### config.mk
export PLATFORM = sky130hd
export DESIGN_NAME = priority_encoder
export DESIGN_NICKNAME = d
export VERILOG_FILES = /design/src/rtl/priority_encoder.sv
export SDC_FILE = /design/constraint.sdc
export NUM_CORES = 1
export LEC_CHECK = 0
export ABC_AREA = 1
export CAP_MARGIN = 20
export CELL_PAD_IN_SITES_DETAIL_PLACEMENT = 1
export CELL_PAD_IN_SITES_GLOBAL_PLACEMENT = 2
export CORE_UTILIZATION = 14
export CTS_CLUSTER_SIZE = 12
export DETAILED_ROUTE_END_ITERATION = 7
export PLACE_DENSITY = 0.73
export SLEW_MARGIN = 20
export SYNTH_ARGS = -nofsm -noshare
export SYNTH_HDL_FRONTEND = slang
export SYNTH_SLANG_ARGS = --single-unit
### constraint.sdc
create_clock -name clk -period 0.8 [get_ports clk]
set_input_delay 0.2 -clock clk [delete_from_list [all_inputs] [get_ports clk]]
set_output_delay 0.2 -clock clk [all_outputs]
set_load 0.02 [all_outputs]
### src/rtl/priority_encoder.sv
// Registered highest-priority encoder: index, valid flag and (optionally) one-hot of the top set bit.
// Define PRIORITY_ENCODER_ONEHOT_EN to add the out_onehot port and its register.
module priority_encoder #(
    parameter int WIDTH = 8,
    parameter int OUT_W = $clog2(WIDTH)
) (
    input  logic             clk,
    input  logic             rst_n,
    input  logic             en,
    input  logic [WIDTH-1:0] in,
    output logic [OUT_W-1:0] out,
    output logic             out_valid
`ifdef PRIORITY_ENCODER_ONEHOT_EN
    ,
    output logic [WIDTH-1:0] out_onehot
`endif
);

    logic [OUT_W-1:0] idx;
    logic             any;
    logic [OUT_W-1:0] out_d, out_q;
    logic             out_valid_d, out_valid_q;

    // Ascending scan: the last set bit seen is the highest, so it wins.
    always_comb begin
        idx = '0;
        any = 1'b0;
        for (int i = 0; i < WIDTH; i++) begin
            if (in[i]) begin
                idx = OUT_W'(i);
                any = 1'b1;
            end
        end
    end

    always_comb begin
        out_d       = out_q;
        out_valid_d = out_valid_q;
        if (en) begin
            out_d       = idx;
            out_valid_d = any;
        end
    end

    always_ff @(posedge clk or negedge rst_n) begin
        if (!rst_n) begin
            out_q       <= '0;
            out_valid_q <= 1'b0;
        end else begin
            out_q       <= out_d;
            out_valid_q <= out_valid_d;
        end
    end

    assign out       = out_q;
    assign out_valid = out_valid_q;

`ifdef PRIORITY_ENCODER_ONEHOT_EN
    logic [WIDTH-1:0] oh;
    logic [WIDTH-1:0] out_onehot_d, out_onehot_q;

    always_comb begin
        oh = '0;
        if (any) oh[idx] = 1'b1;
        out_onehot_d = en ? oh : out_onehot_q;
    end

    always_ff @(posedge clk or negedge rst_n) begin
        if (!rst_n) out_onehot_q <= '0;
        else        out_onehot_q <= out_onehot_d;
    end

    assign out_onehot = out_onehot_q;
`endif

endmodule

==> metrics.md <==
| Metric | Value |
|---|---|
| Status | finished, violations left |
| Failing checks | setup timing |
| Area added between synthesis and finish | 104.2% |
| Initial Utilization | 0.1557 |
| Nets | 62 |
| Worst EP arrival | 0.75 ns |
| Root buf cell | clkbuf_4 |
| GR Overflow Total | 0 |
| DR WL/cell | 9.609 µm |
| Post-route cell area | 429.2 µm² |
| Synth cell types | 12 |
| Worst-Margin Slew | 0.2042 ns |
| H-tree depth | 1 |
| Fmax | 1.050 GHz |
| Dpl hpwl | 533.8 µm |
| Largest net degree at the start of global routing | 5 |
| Cell count after synthesis | 27 |
| Storage cell area | 100.1 µm² |
| Row cnt | 13 |
| Slowest Stage Delay on Critical Path | 0.38 ns |
| Avg Cell Area, Syn | 7.785 µm² |
| Mapped Area | 210.2 µm² |
| Max Root-Sink Buffers | 2 |
| Share of cells above drive strength 1 | 0.3469 |
| Leakage power | 0.2095 nW |
| Power Dens Cells | 1405 nW/µm² |
| Hold Fails Final Rpt | 0 |
| Die Footprint | 1661 µm² |
| Clock transition at path regs | 0.03 ns |
| Worst path required time | 0.60 ns |
| Seq pwr share | 0.368 |
| Maximum VDD drop | 373.1 µV |
| Net Count, Synth | 38 |
| Diodes inserted | 0 |
| CP max FO | 2 |
| Net Switching | 0.1454 mW |
| Post-route minimum period | 0.9527 ns |
| Worst setup EP type | output port |
| Clk_skew | 0 ns |
| Period Utilization, post-route | 1.191 |
| Most frequent cells in the layout | dlygate4sd2_1 (8), inv_1 (5), nand2_1 (5), buf_4 (5) |
| First-pass GRT wire length | 938 µm |
| Final ANT Viol Nets | 0 |
| DRT Wirelength | 615 µm |
| Switching part of the total | 0.2410 |
| Final design utilization | 0.3179 |
| Total track usage | 0.09819 |
| Fin worst setup slack | -0.1527 ns |
| Critical path buffers and inverters | 1 |
| Final setup violation count | 5 |
| Commonest non-fill, non-tap cell in the layout | dlygate4sd2_1 |
| Routability cong. | 0.6008 |
| Min-Delay Path Class | input port to async pin |
| DR iter-0 viols | 1 |
| Worst Setup Start Kind | flip-flop |
| CTS Sinks | 4 |
| Die height | 40.75 µm |
| Routed vias/inst | 3.984 |
| CTS buffer count | 3 |
| Vias in the first global route | 243 |
| Top-Level Pins | 15 |
| CP max-delay cell | dfrtp_1 |
| Max-slew violations | 0 |
| Max-cap viol count | 0 |
| Int Power | 0.4578 mW |
| CTS tree | yes |
| Via Count | 255 |
| RSZ-0062 raised after global routing | yes |
| Sequential-to-total area share from yosys stat | 0.4762 |
| Placed instance area | 406.6 µm² |
| Number of remaining DRC errors | 0 |
| CTS Hold Bufs | 0 |
| Synthesis-stage register bit count | 4 |
| Initial antenna violation count | 0 |
| Die X | 40.75 µm |
| Worst skew pair latency | 0.23 ns |
| CORE AREA | 1350 µm² |
| Fill cells | 178 |
| Synth warn | 0 |
| Top delay family on crit path | flip-flops |
| Multi-input combinational cell area | 92.59 µm² |
| Combinational Power Share | 0.229 |
| DR pass1 iterations | 2 |
| Clock share of power | 0.403 |
| Crit path kind | flip-flop to output port |
| Crit-path cells | buf_6 |
| Slew Limit Headroom | 0.8634 |
| IO Port Bufs | 14 |
## cells in the mapped netlist
| cell type | count | area (µm²) |
|---|---|---|
| nand3_1 | 1 | 5.000 |
| a21oi_1 | 1 | 5.000 |
| o21ai_0 | 1 | 5.000 |
| nand2_1 | 5 | 18.77 |
| o22a_1 | 1 | 8.760 |
| dfrtp_1 | 4 | 100.1 |
| nor2_2 | 1 | 6.260 |
| o21a_1 | 1 | 7.510 |
| nand3_2 | 1 | 10.01 |
| nor2_1 | 4 | 15.01 |
| inv_1 | 6 | 22.52 |
| a31oi_1 | 1 | 6.260 |
## worst paths after layout
| kind | start | to | slack [ns] | cells after the start |
|---|---|---|---|---|
| max | out[2]$_DFFE_PN0P_ | out[2] | -0.15 | 1 |
| min | rst_n | out_valid$_DFFE_PN0P_ | 0.18 | 1 |
| max reg2reg | out_valid$_DFFE_PN0P_ | out_valid$_DFFE_PN0P_ | 0 | 2 |
| min reg2reg | out[0]$_DFFE_PN0P_ | out[0]$_DFFE_PN0P_ | 0.56 | 2 |
| max in group asynchronous | rst_n | out[0]$_DFFE_PN0P_ | 0.44 | 1 |
| min in group clk | in[6] | out[0]$_DFFE_PN0P_ | 0.39 | 4 |
## area by class of cell
type | instances | share of cell area
clock buffers | 3 | 0.05248
inverters | 6 | 0.05248
multi-input cells | 17 | 0.2157
flip-flops and latches | 4 | 0.2332
well taps | 15 | 0.04373
repair buffers | 19 | 0.4023
## what timing repair did
action | in CTS | in global routing
gates resized for setup | 37 | 1
buffers inserted | 1 | 0
setup endpoints to repair | 8 | 8
cloned | 0 | 0
pin swaps | 6 | 6
## power by group through the flow
stage / clock network, mW / logic (mW) / registers (mW)
after global routing: 0.272 / 0.153 / 0.224
final: 0.243 / 0.138 / 0.222
after floorplan: 0 / 0.0315 / 0.236
after global placement: 0 / 0.148 / 0.222
after CTS: 0.255 / 0.141 / 0.223
after detailed placement: 0 / 0.149 / 0.223
## registers in the layout, indices dropped and copies added, names as in the netlist
| name | count |
|---|---|
| out | 3 |
| out_valid | 1 |
## kinds of logic (layout without fill, tap and decap cells)
logic type,Yosys count,count (layout),synth area share
buffers and inverters,6,28,0.1071
AND/OR/NAND/NOR,12,12,0.2619
flip-flops,4,4,0.4762
AO/OA/AOI/OAI,5,5,0.1548
## layer usage
metal,share of wire,global-route usage
met5,0,0
met4,0.072,0.1500
met3,0.039,0.01630
met2,0.52,0.1548
met1,0.37,0.08824
## per-stage QoR
step	setup WS [ns]	setup TNS, ns	total power, mW	cells	hold slack [ns]
3_3_place_gp	-0.4086	-2.822	0.3698	61	0.4187
4_1_cts	-0.1694	-0.6406	0.6184	64	0.1794
5_1_grt	-0.1945	-0.7391	0.6483	64	0.1794
2_1_floorplan	0.03898	0	0.2677	27	-0.09559
6_report	-0.1527	-0.5850	0.6032	64	0.1798
3_5_place_dp	-0.4408	-2.960	0.3722	61	0.4280
Power figures use the tool's default switching activity.
